`src/rtl/gpio_freq_meter.sv`:
```
// gpio_freq_meter: synchronizes an asynchronous GPIO input, strobes on its
// rising edges, and reports how many rising edges fell in each fixed gate
// window.
// Optional feature macro: GPIO_FREQ_METER_PERIOD_EN adds a measurement of
// the clock count between consecutive rising edges. Without it, period and
// period_valid are tied to 0.
// `edge` is a reserved word in SystemVerilog, so the rising-edge strobe
// port is called edge_pulse.
module gpio_freq_meter #(
    parameter int GATE_CYCLES = 1024,
    parameter int CNT_W       = 16,
    parameter int PER_W       = 16,
    parameter int SYNC_STAGES = 2
) (
    input  logic             clk,
    input  logic             rst,
    input  logic             pin,
    output logic             level,
    output logic             edge_pulse,
    output logic [CNT_W-1:0] freq_count,
    output logic             freq_valid,
    output logic [PER_W-1:0] period,
    output logic             period_valid
);

    localparam int                GATE_W    = (GATE_CYCLES > 2) ? $clog2(GATE_CYCLES) : 1;
    localparam logic [GATE_W-1:0] GATE_LAST = GATE_W'(GATE_CYCLES - 1);
    localparam logic [CNT_W-1:0]  CNT_MAX   = '1;

    // Saturating increment of the edge accumulator; inc carries the edge strobe.
    function automatic logic [CNT_W-1:0] cnt_sat_inc(input logic [CNT_W-1:0] a,
                                                     input logic             inc);
        if (inc && (a != CNT_MAX)) begin
            return a + CNT_W'(1);
        end
        return a;
    endfunction

    logic [SYNC_STAGES-1:0] sync_p;
    logic                   level_d;
    logic [GATE_W-1:0]      gate_cnt;
    logic                   terminal;
    logic [CNT_W-1:0]       acc;

    // --- stage: metastability chain, pin enters at bit 0 ---
    // Shift the raw pin through the synchronizer chain.
    always_ff @(posedge clk) begin
        if (rst) begin
            sync_p <= '0;
        end else begin
            sync_p <= {sync_p[SYNC_STAGES-2:0], pin};
        end
    end

    assign level = sync_p[SYNC_STAGES-1];

    // --- stage: one-cycle delayed level for edge decode ---
    // Keep the previous synchronized level so the edge is decoded from flops only.
    always_ff @(posedge clk) begin
        if (rst) begin
            level_d <= 1'b0;
        end else begin
            level_d <= level;
        end
    end

    assign edge_pulse = level & ~level_d;

    // Gate window counter: 0..GATE_CYCLES-1, wrapping on the terminal cycle.
    always_ff @(posedge clk) begin
        if (rst) begin
            gate_cnt <= '0;
        end else if (terminal) begin
            gate_cnt <= '0;
        end else begin
            gate_cnt <= gate_cnt + GATE_W'(1);
        end
    end

    assign terminal = (gate_cnt == GATE_LAST);

    // --- stage: window result register ---
    // Accumulate edges; on the terminal cycle publish the total, including an
    // edge arriving in that same cycle, and start the next window from zero.
    always_ff @(posedge clk) begin
        if (rst) begin
            acc        <= '0;
            freq_count <= '0;
            freq_valid <= 1'b0;
        end else begin
            freq_valid <= terminal;
            if (terminal) begin
                freq_count <= cnt_sat_inc(acc, edge_pulse);
                acc        <= '0;
            end else begin
                acc        <= cnt_sat_inc(acc, edge_pulse);
            end
        end
    end

`ifdef GPIO_FREQ_METER_PERIOD_EN
    localparam logic [PER_W-1:0] PER_MAX = '1;

    // Saturating +1 for the interval counter; all ones means "too slow".
    function automatic logic [PER_W-1:0] per_sat_inc(input logic [PER_W-1:0] a);
        if (a != PER_MAX) begin
            return a + PER_W'(1);
        end
        return a;
    endfunction

    logic [PER_W-1:0] per_cnt;
    logic             armed;

    // --- stage: period result register ---
    // Count clocks since the last edge; an edge restarts the count at 1 so
    // that per_cnt equals the interval when the next edge arrives. The first
    // edge after reset only arms the measurement.
    always_ff @(posedge clk) begin
        if (rst) begin
            per_cnt      <= '0;
            armed        <= 1'b0;
            period       <= '0;
            period_valid <= 1'b0;
        end else begin
            period_valid <= edge_pulse & armed;
            if (edge_pulse) begin
                per_cnt <= PER_W'(1);
                armed   <= 1'b1;
                if (armed) begin
                    period <= per_cnt;
                end
            end else begin
                per_cnt <= per_sat_inc(per_cnt);
            end
        end
    end
`else
    assign period       = '0;
    assign period_valid = 1'b0;
`endif

endmodule

```
`config.mk`:
```
export PLATFORM = sky130hd
export DESIGN_NAME = gpio_freq_meter
export DESIGN_NICKNAME = d
export VERILOG_FILES = /design/src/rtl/gpio_freq_meter.sv
export SDC_FILE = /design/constraint.sdc
export NUM_CORES = 1
export LEC_CHECK = 0
export CAP_MARGIN = 15
export CORE_MARGIN = 2
export CORE_UTILIZATION = 35
export DETAILED_ROUTE_END_ITERATION = 8
export GPL_TIMING_DRIVEN = 0
export MAX_ROUTING_LAYER = met4
export RECOVER_POWER = 25
export SYNTH_ARGS = -nofsm -noshare
export SYNTH_HDL_FRONTEND = slang
export SYNTH_SLANG_ARGS = --single-unit
```
`constraint.sdc`:
```
create_clock -name clk -period 3.5 [get_ports clk]
set_input_delay 0.7 -clock clk [delete_from_list [all_inputs] [get_ports clk]]
set_output_delay 0.7 -clock clk [all_outputs]
set_load 0.02 [all_outputs]
```
## Word level (Yosys, flattened, before mapping)

Cells that the tools add are included.

| word-level totals | value |
|---|---|
| flip-flop bits (word level) | 46 |
| input port bits | 3 |
| output and inout bits | 36 |
| word-level logic and storage cells | 21 |

| cells by class | value |
|---|---|
| add/subtract/negate cells | 2 |
| equal/unequal tests | 2 |
| multiplexer cells | 7 |
| bitwise logic cells | 2 |
| reductions and logical operators | 2 |

Operators by type and width:

| kind | count |
|---|---|
| $mux 16 | 2 |
| $add 16x1->16 const B | 1 |
| $ne 16x16->1 const B | 1 |
| $add 10x1->10 const B | 1 |
| $eq 10x10->1 const B | 1 |
| $mux 1 | 5 |
| $reduce_or 2->1 | 1 |
| $and 1x1->1 | 1 |
| $logic_and 1x1->1 | 1 |
| $not 1->1 | 1 |

## Logic depth before layout (Yosys ltp)

Gate-level depths: netlist (run 1).

| depth | value |
|---|---|
| depth after elaboration | 7 |
| gate-level depth with buffers | 8 |
| depth with buffers taken out | 6 |

## Worst setup path before layout (run 1)

No wires, ideal clock.

| timing path | value |
|---|---|
| path kind | register -> register |
| start | register acc[0] |
| end | register freq_count[2] |
| setup time | 0.058 ns |
| data arrival time | 1.833 ns |
| data required time | 3.442 ns |
| path slack | 1.609 ns |
| stages on the path, launching flop included | 9 |
| buffers on the path | 2 |
| period minus slack after synthesis | 1.891 ns |
| cell sequence | dfxtp_1 ha_1 nand3_1 or4_4 buf_6 and2_4 buf_6 a311oi_2 a21o_1 |

| on the way | value |
|---|---|
| longest elaborated chain between the ends | 6 |
| elaborated cells between the ends (all ways) | 8 |
| classes of those cells | add/sub (1); eq/ne (1); mux (5); reduce/logical (1) |

RTL lines:

| element | RTL line | text |
|---|---|---|
| start: declaration | 43 | `logic [CNT_W-1:0] acc;` |
| start signal: assignment | 96 | `acc <= cnt_sat_inc(acc, edge_pulse);` |
| parallel branches: the longest is 5 deep, another holds $add 16x1->16 | n/a |  |
| $mux 16 * | 36 | `return a;` |
| end signal: assignment | 93 | `freq_count <= cnt_sat_inc(acc, edge_pulse);` |
| end: declaration | 20 | `output logic [CNT_W-1:0] freq_count,` |

Every way passes the cells marked *. The select of a mux whose other input is x is not followed.
A chain may end at the register's enable or synchronous reset.

## Worst setup path after layout (run 1)

| timing path | value |
|---|---|
| start | register sync_p[1] |
| end | output edge_pulse |

| on the way | value |
|---|---|
| longest elaborated chain between the ends | 1 |

RTL lines:

| element | RTL line | text |
|---|---|---|
| start: declaration | 39 | `logic [SYNC_STAGES-1:0] sync_p;` |
| start signal: assignment | 51 | `sync_p <= {sync_p[SYNC_STAGES-2:0], pin};` |
| $and 1x1->1 | 67 | `assign edge_pulse = level & ~level_d;` |
| end: declaration | 19 | `output logic edge_pulse,` |

No other way between the ends.

==> flow_summary_export.csv, run 1 <==
group,metric,value,unit
run_status,status,"finished, final reports clean",
worst_setup_path,setup.worst_path.start,"sync_p[1]",
routing,post_drt_wl_per_cell,10.60,um
cts,cts_resized,0,
logic_synthesis,ys_seq_elements,46,
logic_synthesis,ys_seq_area_share,47.30,%
sta,setup_tns,0,ps
worst_setup_path,reg2reg_from,"acc[0]",
floorplan,die_y,78.58,um
grt,grt_pass1_wl,6099,um
sta,finClkSkew,5.043,ps
cts,clock_sinks,46,
sta,hold_viol,0,
logic_synthesis,netlist_area,1947,um2
grt,track_usage,12.88,%
worst_setup_path,timing.reg2reg.setup_slack,1300,ps
floorplan,fp-row-count,27,
finish,diodes,0,
grt,grt-ovfl-total,0,
sta,setup-violations-final,0,
worst_setup_path,cp.arrival,1790,ps
sta,post-route-period-util,71.05,%
finish,fill_cells,549,
cts,cts_max_level,2,
floorplan,start_util,35.79,%
worst_setup_path,r2r_end,"freq_count[0]",
floorplan,ios,39,
logic_synthesis,yosys.area.top_type,"dfxtp_1",
routing,drt_iter0_drc,47,
logic_synthesis,synth_most_common_cell,"dfxtp_1",
logic_synthesis,ys_async_sr_fraction,0,%
routing,drc_errors,0,
logic_synthesis,synth_enable_flop_cells,0,
grt,grt_pass1_vias,1354,
worst_setup_path,worstPathCellList,"or2b_2 > inv_1 > clkdlybuf4s50_1",
cts,cts_root_buf,"clkbuf_8",
cts,cts_tree,"built",
sta,slew_viol_final,0,
sta,rsz0062_at_grt,"no",
routing,via_per_inst,4.505,
worst_hold_path,worstHoldStart,"sync_p[0]",
finish,layout.nets,265,
placement,place.gp.congestion,0.8131,
cts,cts_setup_buffers,0,
logic_synthesis,yosys-top-cells-area,"dfxtp_1 (47%), buf_4 (6.6%), nor2_1 (6.0%)",
sta,fmax,0.4021,GHz
worst_setup_path,start_kind,"flop",
logic_synthesis,yosysUniqueCellTypes,35,
grt,antenna_found_initial,0,
routing,wirelength,3529,um
worst_setup_path,slowest_stage,"clkdlybuf4s50_1",
worst_hold_path,min_to,"sync_p[1]",
power,irDropWorstVdd,0.2429,mV
sta,worst_slew_pin_slew,567.9,ps
finish,area_growth,22.30,%
power,power_density,382.5,nW/um2
worst_setup_path,criticalPathCategory,"reg2out",
floorplan,core_area,5439,um2
logic_synthesis,postSynthAreaPerCell,8.972,um2
worst_setup_path,crit_fanout,5,
worst_setup_path,cp-end-kind,"output port",
flow_run,maxCapViolations,0,
placement,place_inst,325,
logic_synthesis,dominantRegCellSynth,"dfxtp_1",
cts,numCtsBuffers,5,
finish,drive_gt1_share,12.64,%
logic_synthesis,yosys_warnings,0,
finish,postLayoutCoreUtil,43.78,%
power,p_leak,0.9268,nW
routing,detail-route-antenna-nets,0,
cts,clk_pin_slew_worst_paths,70,ps
cts,cts.path.max_buffers,2,
sta,min_period,2487,ps
worst_setup_path,worstPathRequired,2800,ps
sta,relSlewSlack,61.85,%
worst_hold_path,min_path_cells,1,
placement,dp_hpwl,2636,um
grt,grt_start_max_net_pins,14,
cts,ctsHoldBuffers,0,
cts,clk_latency,290,ps
floorplan,die_area,6175,um2
placement,portBuffers,20,
worst_setup_path,critPathMaxStageDelay,640,ps
finish,fin_cells,333,
worst_setup_path,reg2reg_depth,8,
placement,place_area,2297,um2
finish,fin_area,2381,um2
floorplan,dieWidth,78.58,um
routing,first_pass_iters,4,
logic_synthesis,synthCells,217,
routing,vias,1500,
worst_hold_path,hp-class,"reg2reg",
logic_synthesis,synth_common_cells,"dfxtp_1 (46), nor2_1 (31), nand2_1 (20)",
logic_synthesis,synth_top_area_share,47.30,%
-- per-stage QoR --
step | power (mW) | setup WS [ps] | hold WS (ps)
floorplan | 0.5927 | 1609 | 413.8
global placement | 0.6021 | 1329 | 425.3
detailed placement | 0.6025 | 1336 | 426.4
CTS | 0.9276 | 1001 | 451.3
global route | 0.9532 | 939.8 | 465.2
finish | 0.9107 | 1013 | 445.1
-- state kept, by name, summed over array words and instances, names as in the netlist --
register,cells
acc,16
freq_count,16
gate_cnt,10
sync_p,2
freq_valid,1
level_d,1
-- power by group --
part	internal, mW	total (mW)	switching [mW]
clock	0.159	0.321	0.161
combinational	0.0229	0.0578	0.0349
sequential	0.528	0.532	0.00418
-- cell families (layout without fill, tap and decap cells) --
family,count (synthesis),after routing,synth area share [%]
compound gates,21,21,6.491
xor+xnor,20,20,8.998
fa+ha+maj,2,2,1.285
buf+inv,27,55,9.254
flops,46,46,47.30
mux,2,2,1.028
other cells,1,17,0.1926
simple gates,98,98,25.45
-- worst max-delay path: cells and delay by family, from the launching register on --
| kind | cells | cell delay [ps] |
|---|---|---|
| AND/OR/NAND/NOR | 1 | 350 |
| flip-flops | 1 | 350 |
| buffers and inverters | 2 | 810 |
-- layout by cell type, fill, tap and decap left out, types with 2 or more instances in the layout --
| master | Yosys | layout |
|---|---|---|
| a21oi_1 | 2 | 2 |
| and3_1 | 2 | 2 |
| buf_4 | 17 | 17 |
| clkbuf_1 | 5 | 7 |
| clkbuf_8 | 0 | 6 |
| clkdlybuf4s50_1 | 0 | 14 |
| conb_1 | 1 | 17 |
| dfxtp_1 | 46 | 46 |
| dlygate4sd3_1 | 0 | 6 |
| ha_1 | 2 | 2 |
| inv_1 | 3 | 3 |
| mux2i_1 | 2 | 2 |
| nand2_1 | 20 | 20 |
| nand2b_1 | 2 | 2 |
| nand3_1 | 14 | 14 |
| nand4_1 | 8 | 8 |
| nor2_1 | 31 | 31 |
| nor2b_1 | 3 | 3 |
| nor3_1 | 6 | 6 |
| o21ai_0 | 15 | 15 |
| or2_2 | 2 | 2 |
| xnor2_1 | 7 | 7 |
| xor2_1 | 13 | 13 |
-- worst max-delay path by stage --
| stage | end | slack [ps] | cells past startpoint |
|---|---|---|---|
| after CTS | edge_pulse | 1000 | 3 |
| after floorplan | freq_count[2] | 1610 | 8 |
| after global placement | edge_pulse | 1330 | 3 |
| after detailed placement | edge_pulse | 1340 | 3 |
| after global routing | edge_pulse | 940 | 3 |
| final | edge_pulse | 1010 | 3 |
-- metal layers --
layer  global-route usage [%]  wire length, um  vias to the layer above
li1                         -                -                      779
met1                    16.75             1755                      683
met2                    19.15             1557                       34
met3                    3.563              155                        4
met4                    4.737               61                        0
met5                        -                0                        -
-- layout make-up --
class / count / area (um2) / area share, %
flip-flops and latches: 46 / 920.9 / 38.68
multi-input cells: 160 / 905.9 / 38.05
repair buffers: 20 / 200.2 / 8.408
plain buffers: 24 / 161.4 / 6.779
well taps: 72 / 90.09 / 3.784
clock buffers: 7 / 86.33 / 3.626
inverters: 3 / 11.26 / 0.4729
clock inverters: 1 / 5.005 / 0.2102
Note: power is estimated with default switching activity, not from simulation.
==> inputs of run 2 (changes only) <==
==> constraint.sdc (replaced) <==
create_clock -name clk -period 2.1 [get_ports clk]
set_input_delay 0.42 -clock clk [delete_from_list [all_inputs] [get_ports clk]]
set_output_delay 0.42 -clock clk [all_outputs]
set_load 0.02 [all_outputs]
==> run 2 against run 1 <==
Routed wire length is 2.6% higher. Largest cell class is now multi-input combinational cells. Power rose by 67%. Die area unchanged. Clock power is 67% higher. First-iteration DRC count rose by 15%. Global-route usage about the same. Sequential share of layout area down 0.36 points. Largest power group unchanged. Clock skew grew 2.7 ps.
==> flow_summary_export.csv, run 2 (same netlist as run 1, synthesis figures left out) <==
group,metric,value,unit
routing,routedLengthMet1,1778,um
finish,fill_cells,535,
grt,grt_pass1_wl,6085,um
finish,layout.nets,265,
sta,fin_ws,144.4,ps
worst_setup_path,cp.arrival,2120,ps
sta,setup_tns,0,ps
routing,via_per_inst,4.535,
placement,place.gp.congestion,0.8131,
power,power_density,625.2,nW/um2
routing,vias,1510,
finish,drive_gt1_share,18.77,%
floorplan,die_y,78.58,um
routing,post_drt_wl_per_cell,10.87,um
sta,finClkSkew,7.740,ps
floorplan,core_area,5439,um2
routing,detail-route-antenna-nets,0,
routing,first_pass_iters,4,
grt,grt-ovfl-total,0,
cts,ctsHoldBuffers,0,
cts,cts_tree,"built",
power,p_leak,0.9529,nW
grt,antenna_found_initial,0,
cts,cts_root_buf,"clkbuf_8",
sta,fmax,0.5114,GHz
grt,track_usage,12.86,%
finish,fin_cells,333,
power,irDropWorstVdd,0.4046,mV
grt,grt_pass1_vias,1352,
cts,clock_sinks,46,
placement,dp_slack,20.46,ps
flow_run,maxCapViolations,0,
finish,final_cell_mix,"dfxtp_1 (38), nor2_1 (31), nand2_1 (20), buf_4 (17), conb_1 (17)",
routing,drc_errors,0,
sta,post-route-period-util,93.12,%
routing,wirelength,3619,um
sta,setup-violations-final,0,
routing,routed-wl-met2,1598,um
sta,slew_viol_final,0,
floorplan,fp-row-count,27,
cts,clk_pin_slew_worst_paths,80,ps
routing,highest_layer,"met4",
finish,diodes,0,
placement,dp_hpwl,2636,um
sta,min_period,1956,ps
worst_setup_path,cp-end-kind,"flop",
finish,final_common_cell,"dfxtp_1",
worst_setup_path,worstPathRequired,2260,ps
cts,clk_latency,290,ps
routing,wl_met3,181,um
floorplan,dieWidth,78.58,um
floorplan,ios,39,
cts,numCtsBuffers,5,
placement,place_inst,325,
floorplan,die_area,6175,um2
run_status,status,"finished, final reports clean",
cts,cts_max_level,2,
cts,cts.path.max_buffers,2,
worst_hold_path,hp-class,"reg2reg",
finish,reg.largest.list,"acc x16, freq_count x16, gate_cnt x10",
finish,area_growth,25.13,%
routing,drt_iter0_drc,54,
placement,portBuffers,20,
worst_setup_path,criticalPathCategory,"reg2reg",
worst_setup_path,crit_fanout,8,
sta,rsz0062_at_grt,"no",
floorplan,start_util,35.79,%
worst_setup_path,start_kind,"flop",
grt,grt_start_max_net_pins,14,
sta,hold_viol,0,
run 2: critical path: stages, from the launching register on:
cell and delay, ps:
dfxtp_1 420, nand4_2 160, or4_4 530, buf_6 150, and2_4 150, buf_6 120, mux2i_2 190, o21ai_0 100
run 2: where the power goes:
part           total, mW  switching (mW)  internal, mW
combinational     0.0994          0.0589        0.0405
sequential         0.888         0.00809         0.880
clock              0.536           0.270         0.265
total               1.52           0.337          1.19
run 2: routing by layer:
metal  up-vias  GRT usage, %
met2        32         19.15
met1       695         16.68
li1        779             -
met5         -             -
met3         4         3.563
met4         0         4.737
run 2: stage by stage:
step / area (um2) / hold WS (ps) / utilization (%) / power [mW]
after floorplan: 2007 / 413.8 / - / 0.9879
after global placement: 2297 / 425.3 / 42.24 / 1.004
after detailed placement: 2297 / 426.4 / 42.24 / 1.004
after CTS: 2387 / 451.3 / 43.89 / 1.545
after global routing: 2436 / 465.2 / 44.79 / 1.592
final: 2436 / 444.5 / 44.79 / 1.523
run 2: repair_timing:
item                                    4_1_cts  5_1_grt
resized for setup                             1       19
cloned                                        0        0
endpoints found under the setup margin        1       33
setup buffers                                 0        0
pin swaps                                     0        1
run 2: worst paths after layout:
kind	from	endpoint	slack, ps	cells past startpoint
setup / recovery	acc[6]	freq_count[1]	140	7
hold / removal	sync_p[0]	sync_p[1]	440	1
setup reg to reg	acc[6]	freq_count[1]	140	7
hold reg to reg	sync_p[0]	sync_p[1]	440	1
run 2: area by class of cell:
class | instances | area, um2 | area share [%]
multi-input combinational | 160 | 939.7 | 38.57
sequential | 46 | 933.4 | 38.32
timing repair buffer | 20 | 198.9 | 8.166
buffer | 24 | 171.4 | 7.036
tap | 72 | 90.09 | 3.698
clock buffer | 7 | 86.33 | 3.544
inverter | 3 | 11.26 | 0.4622
clock inverter | 1 | 5.005 | 0.2054
==> edit 1, RTL diff (settings of run 1) <==
Put one more register stage on the output `freq_count`, cleared by the reset. The value now appears one clock later. The other outputs are not delayed to match.
--- a/src/rtl/gpio_freq_meter.sv
+++ b/src/rtl/gpio_freq_meter.sv
@@ -28,2 +28,4 @@
     localparam logic [CNT_W-1:0]  CNT_MAX   = '1;
+
+    logic [CNT_W-1:0] freq_count_s0;
 
@@ -87,3 +89,3 @@
             acc        <= '0;
-            freq_count <= '0;
+            freq_count_s0 <= '0;
             freq_valid <= 1'b0;
@@ -92,3 +94,3 @@
             if (terminal) begin
-                freq_count <= cnt_sat_inc(acc, edge_pulse);
+                freq_count_s0 <= cnt_sat_inc(acc, edge_pulse);
                 acc        <= '0;
@@ -142,2 +144,10 @@
 
+    always_ff @(posedge clk) begin
+        if (rst) begin
+            freq_count <= '0;
+        end else begin
+            freq_count <= freq_count_s0;
+        end
+    end
+
 endmodule
Function: same outputs for any inputs over 10 cycles, from zero or initial values and one cycle with rst high; that may be too few to reach the edited logic, so the function may still have changed.
==> edit 1 against run 1 <==
Total power increased by 42%. Sequential cell count increased by 16. Synthesized area increased by 24%. Routed wire length increased by 19%. Count of clock-buffer cells in the layout increased by 5. Worst setup slack improved by 260 ps. Design area increased by 23%. Clock skew increased by 1.9 ps. Highest routed layer unchanged.
==> edit 1: results <==
set metrics [dict create \
    outcome "finished clean" \
    finalPower_uw 1292 \
    synthXorXnorAreaFrac_pct 7.617 \
    wl_met2_um 1816 \
    grt_usage_pct 12.72 \
    multi_input_area_share_pct 34.08 \
    place_inst 360 \
    vias 1649 \
    slew_headroom_pct 66.16 \
    grt_start_max_net_pins 11 \
    synth_common_cells "dfxtp_1 (62), nor2_1 (41), buf_4 (17)" \
    muxShareOfSynthArea_pct 0.8290 \
    fillerInstances 642 \
    clock_area_share_pct 5.308 \
    synth_area_leaders "dfxtp_1 (51%), nor2_1 (6.4%), buf_4 (5.3%)" \
    placed_area_mm2 0.002775 \
    comb.multi_input.count 167 \
    wl_met3_um 242 \
    synth_compound_area_share_pct 5.337 \
    htree_levels 3 \
    synth.distinct_cells 34 \
    gp_routability_congestion 0.8021 \
    drive_gt1_share_pct 14.63 \
    drtIter0Drc 66 \
    seq_share_pct 42.47 \
    worstPathArrival_ps 1530 \
    syn_area_per_cell_um2 9.897 \
    intPower_uw 1002 \
    inv_count 4 \
    finalNetCount 296 \
    hpwl_um 2953 \
    p_leak_uw 0.001170 \
    synth_area_mm2 0.002415 \
    ys_seq_area_share_pct 51.40 \
    routedWlPerCell_um 11.24 \
    cts.sinks 62 \
    insertion_delay_ps 340 \
    drt-met1-wl_um 2032 \
    synth_fa_ha_area_share_pct 1.036 \
]
edit 1: cell count changes after synthesis, sizes merged, moves of 3 or more:
cell / before / now
and3: 2 / 6
nand4: 10 / 7
a211oi: 0 / 11
nor2b: 3 / 16
nand2: 20 / 7
dfxtp: 46 / 62
nor2: 31 / 41
o21ai: 15 / 1
o22ai: 0 / 3
edit 1: final timing paths:
kind	endpoint	slack, ps	from	depth (start not counted)
setup reg to reg	acc[1]$_SDFFE_PP0P_	1510	gate_cnt[0]$_SDFF_PP0_	8
hold reg to reg	freq_count[13]$_SDFF_PP0_	450	freq_count_s0[13]$_SDFFE_PP0P_	2
setup / recovery	edge_pulse	1270	level_d$_SDFF_PP0_	2
hold / removal	freq_count[13]$_SDFF_PP0_	450	freq_count_s0[13]$_SDFFE_PP0P_	2
edit 1: critical path: stages (launching register included):
cell,delay (ps)
dfxtp_1,300
and2b_4,290
clkdlybuf4s50_1,610
==> edit 2, RTL diff (flow settings as in run 1) <==
Made on the original files. The option `GPIO_FREQ_METER_PERIOD_EN` is turned on by a define.
--- a/src/rtl/gpio_freq_meter.sv
+++ b/src/rtl/gpio_freq_meter.sv
@@ -8,2 +8,4 @@
 // port is called edge_pulse.
+`define GPIO_FREQ_METER_PERIOD_EN
+
 module gpio_freq_meter #(
Formal check against the unedited RTL: not equivalent (Yosys sat finds a counterexample within 10 cycles, from zero or initial values and one cycle with rst high).
==> edit 2 against run 1 <==
Die area increased by 61%. Synthesized area up 65%. Critical path depth unchanged. Clock skew increased by 5.8 ps. Worst setup slack lost 120 ps. Routed wire length rose by 94%. Core utilization increased by 0.24 points. Design area grew 63%. Sequential cell count increased by 34. Synthesized cell count increased by 69%. Final cell count rose by 58%. Total power grew 73%. Via count rose by 78%.
==> edit 2: results <==
set metrics [dict create \
    grt_pass1_vias 2524 \
    ys_seq_area_share_pct 49.92 \
    hpwl_um 4943 \
    drtIter0Drc 97 \
    path_max_fanout 9 \
    grt_start_max_net_pins 13 \
    outcome "finished clean" \
    worst_slew_pin_slew_ps 549.9 \
    htree_levels 3 \
    synth_nets 372 \
    routedWlPerCell_um 13.02 \
    portBuffers 37 \
    r2r_cells 7 \
    gp_routability_congestion 0.8646 \
    insertion_delay_ps 350 \
    finalNetCount 420 \
    drive_gt1_share_pct 6.459 \
    p_leak_uw 0.001318 \
    synth_area_leaders "dfxtp_1 (50%), nor2_1 (6.9%), nand2_1 (5.4%)" \
    synth_common_cells "dfxtp_1 (80), nor2_1 (59), nand2_1 (46)" \
    viasPerCell 5.084 \
    cts_buffers 9 \
    synth.distinct_cells 45 \
    rrSetupSlack_ps 1410 \
    grt_pass1_wl_um 11720 \
    worstPathArrival_ps 1910 \
    async_flop_share_pct 0 \
    intPower_uw 1224 \
    finalClockSkew_ps 10.85 \
    ir_drop_uv 189.2 \
    grt_usage_pct 15.09 \
    worst-path-buf-inv 2 \
    critPathLaunch "level_d$_SDFF_PP0_" \
    ys_warn_count 0 \
]
==> edit 2: how the worst min path moves through the flow <==
stage	startpoint	endpoint	slack, ps	cells past startpoint
2_1_floorplan	sync_p[0]$_SDFF_PP0_	sync_p[1]$_SDFF_PP0_	410	1
3_3_place_gp	sync_p[0]$_SDFF_PP0_	sync_p[1]$_SDFF_PP0_	440	1
3_5_place_dp	period[9]$_SDFFE_PP0P_	period[9]$_SDFFE_PP0P_	450	2
4_1_cts	period[9]$_SDFFE_PP0P_	period[9]$_SDFFE_PP0P_	460	2
5_1_grt	sync_p[0]$_SDFF_PP0_	sync_p[1]$_SDFF_PP0_	470	1
6_report	period[9]$_SDFFE_PP0P_	period[9]$_SDFFE_PP0P_	460	2
==> edit 2: layout make-up <==
type                    count  area (um^2)
fillers                   886         4930
flip-flops and latches     80         1602
multi-input cells         267         1514
repair buffers             37        370.4
clock buffers              12        155.1
well taps                 108        135.1
plain buffers              16        71.32
clock inverters             3        17.52
inverters                   3        11.26
==> edit 2: per-layer routing <==
layer / routed length (um) / up-vias / global-route usage (%)
li1: - / 1365 / -
met1: 3167 / 1257 / 18.02
met2: 3364 / 42 / 25.05
met3: 222 / 10 / 3.795
met4: 95 / 0 / 4.742
met5: 0 / - / -
==> edit 2: metrics by stage <==
step	total power, uW	cells	setup slack, ps	hold slack [ps]	instance area (um^2)
global placement	994.7	511	1265	443.7	3714
floorplan	978.6	366	1624	413.8	3208
global route	1650	526	722.5	473.5	3876
detailed placement	996.4	511	1270	447.1	3714
CTS	1603	526	866.0	458.0	3886
finish	1576	526	890.3	455.7	3876
==> edit 2: worst min-delay path: stages, from the launching register on <==
cell and delay, ps:
dfxtp_1 310, nand2_1 50, a21oi_1 50
==> edit 2: logic make-up after synthesis <==
family | count (synthesis) | synth area share, %
AOI/OAI and AO/OA | 60 | 11.51
xor gates and xnor gates | 24 | 6.552
adders and majority gates | 3 | 1.170
buffers and inverters | 19 | 2.574
DFF | 80 | 49.92
muxes | 4 | 1.287
and+or+nand+nor | 176 | 26.99
==> edit 2: power groups by stage <==
| stage | sequential [uW] | combinational (uW) | clock, uW |
|---|---|---|---|
| after global placement | 949 | 46.1 | 0 |
| after detailed placement | 949 | 47.2 | 0 |
| final | 928 | 46.2 | 602 |
| after CTS | 928 | 47.6 | 628 |
| after global routing | 929 | 53.0 | 667 |
| after floorplan | 947 | 31.4 | 0 |
